File: config.mk
export PLATFORM = sky130hd
export DESIGN_NAME = alu_and_bist
export DESIGN_NICKNAME = d
export VERILOG_FILES = /design/src/rtl/alu_and_bist.sv
export SDC_FILE = /design/constraint.sdc
export NUM_CORES = 1
export LEC_CHECK = 0
export ABC_CLOCK_PERIOD_IN_PS = 8500
export CAP_MARGIN = 20
export CORE_MARGIN = 2
export CORE_UTILIZATION = 56
export CTS_CLUSTER_SIZE = 10
export DETAILED_ROUTE_END_ITERATION = 10
export PLACE_DENSITY = 0.87
export SYNTH_ARGS = -nofsm -noshare
export SYNTH_HDL_FRONTEND = slang
export SYNTH_SLANG_ARGS = --single-unit
File: constraint.sdc
create_clock -name clk -period 8.5 [get_ports clk]
set_input_delay 1.7 -clock clk [delete_from_list [all_inputs] [get_ports clk]]
set_output_delay 1.7 -clock clk [all_outputs]
set_load 0.005 [all_outputs]
File: src/rtl/alu_and_bist.sv
// rtl/alu_and_bist.sv - walking-ones/zeros BIST engine for the ALU AND unit
//
// Drives thermometer operand pairs onto op_a/op_b, waits SETTLE_CYCLES, then
// compares dut_result against op_a & op_b. Accumulates a saturating error
// count and captures the first failing vector.
//
// Ports:
//   clk, reset_n          clock, asynchronous active-low reset
//   start                 begin a run (honoured only in IDLE or DONE)
//   dut_result            AND unit output under test
//   op_a, op_b            registered operands to the AND unit
//   busy, done, pass      run status; pass is meaningful while done is high
//   err_count             saturating mismatch count
//   fail_valid            first-failure capture is populated
//   fail_a/fail_b/fail_result  operands and observed result of first mismatch

module alu_and_bist #(
    parameter int DATA_WIDTH    = 64,
    parameter int SETTLE_CYCLES = 4,
    parameter int ERR_WIDTH     = 16
) (
    input  logic                  clk,
    input  logic                  reset_n,
    input  logic                  start,
    input  logic [DATA_WIDTH-1:0] dut_result,
    output logic [DATA_WIDTH-1:0] op_a,
    output logic [DATA_WIDTH-1:0] op_b,
    output logic                  busy,
    output logic                  done,
    output logic                  pass,
    output logic [ERR_WIDTH-1:0]  err_count,
    output logic                  fail_valid,
    output logic [DATA_WIDTH-1:0] fail_a,
    output logic [DATA_WIDTH-1:0] fail_b,
    output logic [DATA_WIDTH-1:0] fail_result
);

    localparam int IW = $clog2(DATA_WIDTH);
    localparam int SW = (SETTLE_CYCLES > 1) ? $clog2(SETTLE_CYCLES) : 1;

    typedef enum logic [1:0] {
        ST_IDLE  = 2'd0,
        ST_APPLY = 2'd1,
        ST_CHECK = 2'd2,
        ST_DONE  = 2'd3
    } state_t;

    state_t                state_q, state_d;
    logic                  phase_q, phase_d;
    logic [IW-1:0]         i_q, i_d;
    logic [IW-1:0]         j_q, j_d;
    logic [SW-1:0]         s_q, s_d;
    logic [DATA_WIDTH-1:0] op_a_q, op_a_d;
    logic [DATA_WIDTH-1:0] op_b_q, op_b_d;
    logic [ERR_WIDTH-1:0]  err_q, err_d;
    logic                  fail_valid_q, fail_valid_d;
    logic [DATA_WIDTH-1:0] fail_a_q, fail_a_d;
    logic [DATA_WIDTH-1:0] fail_b_q, fail_b_d;
    logic [DATA_WIDTH-1:0] fail_result_q, fail_result_d;

    // Low k+1 bits set. The shift amount is one bit wider than k so that
    // k = DATA_WIDTH-1 shifts everything out, leaving an all-ones mask.
    function automatic logic [DATA_WIDTH-1:0] mask(input logic [IW-1:0] k);
        logic [IW:0] sh;
        sh   = {1'b0, k} + 1'b1;
        mask = ~({DATA_WIDTH{1'b1}} << sh);
    endfunction

    logic          j_last, i_last, mismatch;
    logic          ni_phase;
    logic [IW-1:0] ni, nj;

    always_comb begin
        state_d       = state_q;
        phase_d       = phase_q;
        i_d           = i_q;
        j_d           = j_q;
        s_d           = s_q;
        op_a_d        = op_a_q;
        op_b_d        = op_b_q;
        err_d         = err_q;
        fail_valid_d  = fail_valid_q;
        fail_a_d      = fail_a_q;
        fail_b_d      = fail_b_q;
        fail_result_d = fail_result_q;

        j_last   = (j_q == IW'(DATA_WIDTH - 1));
        i_last   = (i_q == IW'(DATA_WIDTH - 1));
        mismatch = (dut_result != (op_a_q & op_b_q));
        nj       = j_last ? '0 : j_q + 1'b1;
        ni       = j_last ? (i_last ? '0 : i_q + 1'b1) : i_q;
        ni_phase = (j_last && i_last) ? 1'b1 : phase_q;

        case (state_q)
            ST_IDLE, ST_DONE: begin
                if (start) begin
                    err_d         = '0;
                    fail_valid_d  = 1'b0;
                    fail_a_d      = '0;
                    fail_b_d      = '0;
                    fail_result_d = '0;
                    phase_d       = 1'b0;
                    i_d           = '0;
                    j_d           = '0;
                    s_d           = '0;
                    op_a_d        = mask('0);
                    op_b_d        = mask('0);
                    state_d       = ST_APPLY;
                end
            end
            ST_APPLY: begin
                s_d = s_q + 1'b1;
                if (s_q == SW'(SETTLE_CYCLES - 1)) begin
                    state_d = ST_CHECK;
                end
            end
            ST_CHECK: begin
                if (mismatch) begin
                    if (err_q != {ERR_WIDTH{1'b1}}) begin
                        err_d = err_q + 1'b1;
                    end
                    if (!fail_valid_q) begin
                        fail_valid_d  = 1'b1;
                        fail_a_d      = op_a_q;
                        fail_b_d      = op_b_q;
                        fail_result_d = dut_result;
                    end
                end
                if (phase_q && i_last && j_last) begin
                    // Operands stay on the last (all-zeros) vector in DONE.
                    state_d = ST_DONE;
                end else begin
                    phase_d = ni_phase;
                    i_d     = ni;
                    j_d     = nj;
                    s_d     = '0;
                    op_a_d  = ni_phase ? ~mask(ni) : mask(ni);
                    op_b_d  = ni_phase ? ~mask(nj) : mask(nj);
                    state_d = ST_APPLY;
                end
            end
            default: state_d = ST_IDLE;
        endcase
    end

    always_ff @(posedge clk or negedge reset_n) begin
        if (!reset_n) begin
            state_q       <= ST_IDLE;
            phase_q       <= 1'b0;
            i_q           <= '0;
            j_q           <= '0;
            s_q           <= '0;
            op_a_q        <= '0;
            op_b_q        <= '0;
            err_q         <= '0;
            fail_valid_q  <= 1'b0;
            fail_a_q      <= '0;
            fail_b_q      <= '0;
            fail_result_q <= '0;
        end else begin
            state_q       <= state_d;
            phase_q       <= phase_d;
            i_q           <= i_d;
            j_q           <= j_d;
            s_q           <= s_d;
            op_a_q        <= op_a_d;
            op_b_q        <= op_b_d;
            err_q         <= err_d;
            fail_valid_q  <= fail_valid_d;
            fail_a_q      <= fail_a_d;
            fail_b_q      <= fail_b_d;
            fail_result_q <= fail_result_d;
        end
    end

    assign op_a        = op_a_q;
    assign op_b        = op_b_q;
    assign busy        = (state_q == ST_APPLY) || (state_q == ST_CHECK);
    assign done        = (state_q == ST_DONE);
    assign pass        = done && (err_q == '0);
    assign err_count   = err_q;
    assign fail_valid  = fail_valid_q;
    assign fail_a      = fail_a_q;
    assign fail_b      = fail_b_q;
    assign fail_result = fail_result_q;

endmodule
# Word level (Yosys, flattened, before mapping)
# Cells that the tools add are included.
dict set report classes {
  muxes 42
  reduce_logical 15
  bitwise_logic 5
  add_sub_neg 6
  eq_ne 14
  shift 2
}
# operator count
set op_table {}
lappend op_table {{64-bit two-way mux} 12}
lappend op_table {{64-bit case mux with 2 select lines} 5}
lappend op_table {{64-bit NOT} 4}
lappend op_table {{64-bit by 7-bit << shifter with 64-bit output, first input constant} 2}
lappend op_table {{64-bit AND} 1}
lappend op_table {{64-bit inequality test} 1}
lappend op_table {{16-bit two-way mux} 3}
lappend op_table {{6-bit two-way mux} 6}
lappend op_table {{16-bit case mux with 2 select lines} 1}
lappend op_table {{6-bit case mux with 2 select lines} 2}
lappend op_table {{16-bit by 1-bit adder with 16-bit output, second input constant} 1}
lappend op_table {{16-bit zero test} 1}
lappend op_table {{16-bit inequality test, second input constant} 1}
lappend op_table {{6-bit by 1-bit adder with 7-bit output, second input constant} 2}
lappend op_table {{6-bit by 1-bit adder with 6-bit output, second input constant} 2}
lappend op_table {{6-bit == test, second input constant} 2}
lappend op_table {{2-bit inequality test, second input constant} 6}
lappend op_table {{2-bit case mux with 3 select lines} 2}
lappend op_table {{2-bit two-way mux} 5}
lappend op_table {{4-bit AND reduction} 2}
lappend op_table {{2-bit == test, second input constant} 3}
lappend op_table {{3-bit AND reduction} 2}
lappend op_table {{1-bit logical AND} 4}
lappend op_table {{1-bit two-way mux} 4}
lappend op_table {{other kinds (8)} 10}
dict set report totals {
  ff_bits 354
  in_bits 67
  output_inout_bits 340
  elab_cells 96
}

# Logic depth before layout (Yosys ltp)
dict set report logic_depth {
  ltp_word 10
  ltp_mapped 18
  depth_no_buf 14
}

# Least setup slack after synthesis
# OpenSTA, ideal clock, no wires.
dict set report synth_timing {
  path_kind {input -> register}
  startpoint {input dut_result[52]}
  endpoint {register fail_a_q[0], in the netlist fail_a[0]}
  n_path_buf 2
  t_arrival_ns 3.572
  required_time_ns 8.421
  cell_stages 9
  setup_ns 0.079
  setup_slack_ns 4.849
  cell_sequence {and3b_1 -> a2111oi_0 -> nand4_1 -> nor4_1 -> a31oi_1 -> nand2_1 -> buf_2 -> buf_2 -> mux2i_1}
}
dict set report synth_via {
  elab_chain_len 3
}
# item line
set synth_lines {}
lappend synth_lines {{start: declaration} 25} ;# input logic [DATA_WIDTH-1:0] dut_result,
lappend synth_lines {{64-bit inequality test} 89} ;# mismatch = (dut_result != (op_a_q & op_b_q));
lappend synth_lines {{2-bit inequality test (no source line)} n/a}
lappend synth_lines {{4-bit AND reduction (no source line)} n/a}
lappend synth_lines {{end signal: assignment} 170} ;# fail_a_q <= fail_a_d;
lappend synth_lines {{end: declaration} 57} ;# logic [DATA_WIDTH-1:0] fail_a_q, fail_a_d;
# No other way between the ends.
# A chain may end at the register's enable or synchronous reset.

# Worst setup path after layout
dict set report layout_timing {
  startpoint {input dut_result[15]}
  endpoint {register fail_a_q[34], in the netlist fail_a[34]}
}
# Same word-level chain as after synthesis.

==> results.md <==
- In the finished design, the share of the clock period the worst path needs comes to 0.624.
- The overall power of the completed layout is ~3.4 mW.
- The class of the worst hold path is reg -> reg.
- The cell count after synthesis came out at just over 2000.
- Between clock sinks in the finished design, the worst skew comes to around 25 ps.
- The run finished with clean final reports.
- The setup path with the least slack is of type in -> reg.
- For this run, the register share of the synthesized area comes to 0.462.
- The core region is around 34000 um2.
- The average instance in the mapped netlist occupies around 9.3 um2.
- The worst-case clock buffer depth is 3.
- The clock transition time at the flip-flop clock pins of the worst setup and hold paths is about 60 ps.
- The number of flops mapped to enable cells by yosys is 0.
- The most frequent cell after synthesis is sky130_fd_sc_hd__dfrtp_1.
- The share of total power dissipated in sequential elements is 0.497.
- The post-route antenna net violation count is 0.
- The main combinational cell family by area after synthesis is compound AO/OA/AOI/OAI gates.
- Of the total synthesized cell area, the portion taken by AND, OR, NAND and NOR gates is 0.158.
- In the global route stage, overall resource usage came out at 0.394.
- The post-layout worst setup margin is between 3000 and 4000 ps.
- The analysis attributes to net switching a power of about 0.76 mW.
- The number of synthesized register bits is about 350.
- The number of buffers inserted by post-CTS setup repair is 0.
- The cell area power density is between 100 and 150 nW/um2.
- The post-synthesis cell type with the largest combined area is sky130_fd_sc_hd__dfrtp_1.
- The floorplan step defined a die boundary enclosing 35800 um2.
- The share of synthesized cell area in full adder, half adder and majority cells is 0.0104.
- The cell at the root of the clock tree is sky130_fd_sc_hd__clkbuf_16.
- Input and output buffers added on the ports amount to 406.
- The iteration count of the initial detailed-routing pass is 7.
- Entering global routing, the biggest net connects 173 pins.
- The clock insertion delay at the later pin of the skew report is ~540 ps.
- The synthesized netlist occupies a cell area of between 15000 and 20000 um2.
- The worst max-slew margin expressed relative to the limit is 0.205.
- The switching part of the total is 0.221.
- Of the cells placed in the final design, the portion with a size suffix greater than 1 is 0.0459.
- The HPWL after detailed placement is 51600 um.
- The first global-routing pass estimated between 100000 and 150000 um of wire.
- The starting density of the core is 0.571.
- The count of H-tree levels built during CTS is 2.
- The arrival time reported for the critical path endpoint is around 5700 ps.
- The share of synthesized area in the top cell type comes to 0.462.
- Routability-driven placement finished with a final weighted congestion of 0.976.
- The post-synthesis mux area share is 0.111.
- The hold violation total from the final report came to 0.
- The number of nets in the synthesized netlist is 2145.
- The tool flagged a number of max-cap violations equal to 0.
- The worst-case IR drop observed on VDD is 0.116 mV.
- The total overflow left after global routing is 0.
- The biggest fanout along the worst timing path is 43.
- The part of the power in the clock network is 0.459.
- The kind of start point of the critical path is an input pin.
- The async set-reset flop share out of synthesis is 1.00.
- Hold repair after CTS inserted 0 buffers.
- The pre-CTS worst setup slack is between 2000 and 2500 ps.
- For this design, the sink count on the clock tree is 354.
- The final routed DRC violation total is 0.
- Static timing analysis puts the maximum clock frequency at approximately 190 MHz.
- The worst hold slack after final layout is between 400 and 500 ps.
- TritonCTS built the clock tree.
- The vertical die dimension is 189 um.
- The worst path required time is a little under 9000 ps.
- Counting distinct cell types in the post-synthesis netlist gives 90.
- The number of ports placed on the die boundary is 407.
- The share of total power dissipated in combinational logic is 0.044.
- Sorting the synthesized cells by area gives the leading types as sky130_fd_sc_hd__dfrtp_1 46%, sky130_fd_sc_hd__mux2i_1 11%, sky130_fd_sc_hd__nand2_1 6.9%.
- The yosys synthesis warning count is 0.
- The initialized floorplan defines 67 standard-cell rows.
- Of the total synthesized cell area, the portion taken by XOR and XNOR cells is 0.0222.
- The DRC violation total after the first TritonRoute iteration is 2353.
- Setup violations remaining at the end of the flow were counted as 0.
- The internal power consumption is approximately 2.7 mW.
- The routed wire length is a little over 70000 um.
- The average wire per standard cell is between 20 and 30 um.
- The commonest cells after synthesis are 354 x sky130_fd_sc_hd__dfrtp_1, 351 x sky130_fd_sc_hd__nand2_1, 222 x sky130_fd_sc_hd__inv_1, 206 x sky130_fd_sc_hd__mux2i_1, 86 x sky130_fd_sc_hd__o21ai_0.
- The die is approximately 190 um wide.
- The leakage power figure is roughly 11 nW.
- The number of global-route vias before repair was around 18000.
- The via total after detailed routing is ~18000.
- The endpoint type of the worst setup path is a flop.
- The initial antenna violation count is 3.
- The post-cts resize count is 0.
- The TritonCTS buffer count is between 40 and 50.
- At the end of the flow, the number of nets in the layout was approximately 2500.
- The area fraction in compound gates after synthesis came to 0.159.
- The number of max-slew violations in the final report came to 0.
- The post-route minimum period is 5300 ps.
- The total negative slack for setup checks is 0 ps.
- The detail-routed via count per cell is 6.38.
- Setup repair after global routing left no endpoint under its margin.
- The most instantiated flip-flop cell in the synthesis netlist is sky130_fd_sc_hd__dfrtp_1.
- The area growth from synthesis to final layout is 27.8%.
- The actual slew at the worst max-slew pin is about 1200 ps.
## power by group through the flow
| stage | sequential, mW | combinational, mW | clock, mW |
|---|---|---|---|
| 2_1_floorplan | 1.74 | 0.0268 | 0 |
| 3_3_place_gp | 1.74 | 0.149 | 0 |
| 3_5_place_dp | 1.74 | 0.152 | 0 |
| 4_1_cts | 1.71 | 0.154 | 1.58 |
| 5_1_grt | 1.71 | 0.165 | 1.66 |
| 6_report | 1.71 | 0.153 | 1.58 |
## final cells by class
| class | count | area, um2 |
|---|---|---|
| tap | 448 | 561 |
| multi-input combinational | 1342 | 8870 |
| inverter | 222 | 833 |
| sequential | 354 | 8860 |
| timing repair buffer | 428 | 4270 |
| fill | 2327 | 9090 |
| clock buffer | 50 | 1110 |
| clock inverter | 2 | 17.5 |
| antenna | 1 | 2.50 |
## sequential cells by signal (all words and copies together), names as in the netlist
register / flops
state_q: 2
s_q: 2
fail_result: 64
fail_b: 64
phase_q: 1
err_count: 16
op_b: 64
op_a: 64
fail_a: 64
j_q: 6
i_q: 6
fail_valid: 1
## cells in the final DEF (no fill, tap or decap), types with 21 or more instances in the layout
cell,synthesis,layout
sky130_fd_sc_hd__inv_1,222,222
sky130_fd_sc_hd__nand4_1,33,33
sky130_fd_sc_hd__a221o_1,43,43
sky130_fd_sc_hd__o211ai_1,26,26
sky130_fd_sc_hd__clkbuf_16,0,43
sky130_fd_sc_hd__dfrtp_1,354,354
sky130_fd_sc_hd__o21ai_0,86,86
sky130_fd_sc_hd__clkdlybuf4s50_1,0,405
sky130_fd_sc_hd__xor2_1,25,25
sky130_fd_sc_hd__nand3_1,66,65
sky130_fd_sc_hd__nand2_1,351,350
sky130_fd_sc_hd__and3_1,25,25
sky130_fd_sc_hd__xnor2_1,21,21
sky130_fd_sc_hd__mux2i_1,206,206
sky130_fd_sc_hd__nor2_1,64,62
sky130_fd_sc_hd__o31ai_1,22,22
sky130_fd_sc_hd__a31oi_1,25,24
sky130_fd_sc_hd__a21oi_1,63,63
## layer usage
layer,routed length [um],GRT usage,vias to the layer above
li1,-,-,7845
met1,25500,0.486,8823
met2,33900,0.636,1225
met3,7180,0.0856,280
met4,5070,0.241,2
met5,13,0,-
## critical path, cell delays in order
cell,delay (ps)
sky130_fd_sc_hd__clkdlybuf4s50_1,560
sky130_fd_sc_hd__nand3_1,210
sky130_fd_sc_hd__a211oi_1,420
sky130_fd_sc_hd__nand4_1,130
sky130_fd_sc_hd__nor4_1,670
sky130_fd_sc_hd__a31oi_2,240
sky130_fd_sc_hd__buf_8,220
sky130_fd_sc_hd__nand2_4,600
sky130_fd_sc_hd__buf_4,630
sky130_fd_sc_hd__mux2i_1,270
## kinds of logic (layout without fill, tap and decap cells)
logic type | after synthesis | in the layout
and+or+nand+nor | 648 | 648
buffers and inverters | 366 | 702
DFF | 354 | 354
muxes | 211 | 211
AOI/OAI and AO/OA | 420 | 420
xor gates and xnor gates | 47 | 47
other | 0 | 1
adders and majority gates | 16 | 16
## path summary, 6_finish.rpt
kind	to	slack, ps	startpoint	cells after the start
max	fail_a[34]	3200	dut_result[15]	10
max reg2reg	op_a[22]	3410	j_q[0]	10
min reg2reg	s_q[1]	500	s_q[1]	2
min	s_q[1]	500	s_q[1]	2
max in group asynchronous	fail_result[29]	5770	reset_n	2
min in group asynchronous	err_count[1]	1230	reset_n	1
## per-stage QoR
stage               cell area [um2]   util  instances
floorplan                     19200      -       2062
global placement              23400  0.695       2793
detailed placement            23400  0.695       2793
CTS                           24500  0.729       2845
global route                  24500  0.729       2846
finish                        24500  0.730       2847
Power figures use the tool's default switching activity.
==> edit (same flow settings) <==
Reset style: synchronous (`reset_n`), changed in one clocked block. Comments in the files are not updated.
--- a/src/rtl/alu_and_bist.sv
+++ b/src/rtl/alu_and_bist.sv
@@ -144,5 +144,5 @@
     end
 
-    always_ff @(posedge clk or negedge reset_n) begin
+    always_ff @(posedge clk) begin
         if (!reset_n) begin
             state_q       <= ST_IDLE;
Behaviour: differs if reset_n is asserted again (counterexample within 4 cycles, from zero or initial values and one cycle with reset_n low); with reset_n held inactive, the same outputs for 4 cycles.
==> edit against the original RTL <==
  * Sequential cell count stayed put
  * Total power is 3.6% higher
  * Worst setup slack better by 0.30 ns
  * Fmax up 6.0%
  * Routed wire length up 0.17%
  * Register-to-register slack improved by 0.51 ns
  * Highest routed layer is now met4
  * Largest cell class unchanged
  * Final cell count barely moved
  * Largest power group unchanged
  * Utilization is 0.77 points higher
  * Critical path depth fell by 1
  * Synthesized area shrank 10%
  * Synthesized cell count rose by 5.0%
  * Final area shrank 8.5%
==> edit: results (changes against the original RTL) <==
RUN STATUS
---------------------------------------------------------------------------
Run status ................................................... finished clean

SETUP PATH
---------------------------------------------------------------------------
R2r startpoint ...............................................       j_q[0]
Crit path capture ............................................   fail_b[57]
Worst r2r path cells .........................................           13   +3
Endpoint of the worst register-to-register path ..............     op_a[46]
Crit path arrival time .......................................      5.39 ns   -0.35 ns
Worst setup path startpoint .................................. dut_result[51]
R2r setup slk ................................................      3.92 ns   +0.51 ns

POWER AND IR DROP
---------------------------------------------------------------------------
Switching component of the power .............................     0.892 mW   +17%
Leakage ......................................................      7.66 nW   -33%
Max VDD drop .................................................   0.000158 V   +37%

STA
---------------------------------------------------------------------------
Crit share post-route ........................................        0.589   -0.0351
Skew final ...................................................    0.0220 ns   -0.00324 ns
Slew at the pin with the worst max-slew slack ................      1.14 ns   -0.0488 ns

PLACED DESIGN
---------------------------------------------------------------------------
Half-perimeter wire length of the detailed placement result ..     51800 um   +0.38%
Cell area after placement ....................................  21200 sq um   -9.2%
Placer's final routability congestion estimate ...............         1.04   +6.2%
Worst slack, placed ..........................................      3.15 ns   +0.721 ns

SYNTHESIS
---------------------------------------------------------------------------
Biggest area contributors in the synthesized netlist ......... sky130_fd_sc_hd__dfxtp_1 (41%), sky130_fd_sc_hd__nand3_1 (13%), sky130_fd_sc_hd__o21ai_0 (8.0%)
Part of the Yosys area used for sequential elements ..........        0.411   -0.0505
Async S/R FF share, synth ....................................            0   -1.00
Net Count, Synth .............................................         2249   +4.8%
Commonest cells in the synthesized netlist ................... sky130_fd_sc_hd__nand3_1 (460), sky130_fd_sc_hd__dfxtp_1 (354), sky130_fd_sc_hd__o21ai_0 (274)
Unique masters post-synth ....................................           83   -7.8%

FINISH
---------------------------------------------------------------------------
Post-layout net count ........................................         2524   +2.1%

GLOBAL ROUTE
---------------------------------------------------------------------------
Maximum number of pins on one net before global-route repair .          243   +40%
Global routing usage summed across all routing layers ........        0.422   +0.0276
Antenna violations before repair .............................            2   -1
Via count of the first global-routing pass ...................        16800   -5.0%
Wire length of the first global-routing pass .................    106000 um   -1.6%

ROUTING
---------------------------------------------------------------------------
Iteration-0 DRC Markers ......................................         2556   +8.6%
Total routed wirelength ......................................     71700 um   +0.17%
Detailed-router iteration count before antenna repair ........            8   +1

==> edit: layout make-up <==
cell class / count / area (sq um)
clock buffer: 50 / 1120
tap: 396 / 495
clock inverter: 4 / 63.8
antenna: 1 / 2.50
multi-input combinational: 1604 / 9330
timing repair buffer: 425 / 4280
sequential: 354 / 7090
fill: 2321 / 8000
inverter: 14 / 52.6
==> edit: cell families after synthesis <==
group	count (synthesis)	share of synthesized area
muxes	28	0.0165
buffers and inverters	208	0.0502
DFF	354	0.411
adders and majority gates	16	0.0116
AOI/OAI and AO/OA	562	0.204
xor gates and xnor gates	75	0.0389
and+or+nand+nor	923	0.268
==> edit: how the worst min path moves through the flow <==
stage	startpoint	endpoint	slack (ns)	cells after the start
2_1_floorplan	op_b[25]	op_b[25]	0.46	2
6_report	fail_a[2]	fail_a[2]	0.47	2
4_1_cts	fail_result[49]	fail_result[49]	0.47	2
3_3_place_gp	fail_result[40]	fail_result[40]	0.45	2
3_5_place_dp	fail_result[49]	fail_result[49]	0.46	2
5_1_grt	fail_result[56]	fail_result[56]	0.49	2
==> edit: power by group through the flow <==
| stage | clock network [mW] | logic (mW) | registers (mW) |
|---|---|---|---|
| after global placement | 0 | 0.254 | 1.71 |
| after CTS | 1.63 | 0.260 | 1.67 |
| after detailed placement | 0 | 0.259 | 1.71 |
| final | 1.63 | 0.269 | 1.67 |
| after floorplan | 0 | 0.177 | 1.70 |
| after global routing | 1.69 | 0.286 | 1.67 |
==> edit: stage by stage <==
step	instances	total power, mW
3_3_place_gp	2791	1.96
2_1_floorplan	2166	1.88
5_1_grt	2848	3.65
3_5_place_dp	2792	1.96
6_report	2848	3.57
4_1_cts	2846	3.56
==> edit: worst register-to-register path, stage by stage, from the launching register on <==
cell                      delay [ns]
sky130_fd_sc_hd__dfxtp_1        0.48
sky130_fd_sc_hd__ha_1           0.47
sky130_fd_sc_hd__and2_1         0.23
sky130_fd_sc_hd__nand2_1        0.17
sky130_fd_sc_hd__nor3_1         0.22
sky130_fd_sc_hd__a21o_1         0.19
sky130_fd_sc_hd__ha_1           0.49
sky130_fd_sc_hd__inv_1          0.27
sky130_fd_sc_hd__xnor3_1        0.59
sky130_fd_sc_hd__nand2_1        0.34
sky130_fd_sc_hd__or2_2          0.43
sky130_fd_sc_hd__a21oi_1        0.21
sky130_fd_sc_hd__nor3_1         0.08
sky130_fd_sc_hd__a221o_1        0.29
==> edit: layer usage <==
metal	up-vias	share of wire	track usage
li1	8401	-	-
met1	8788	0.38	0.539
met2	1110	0.45	0.656
met3	269	0.11	0.0981
met4	0	0.067	0.239
met5	-	0	0
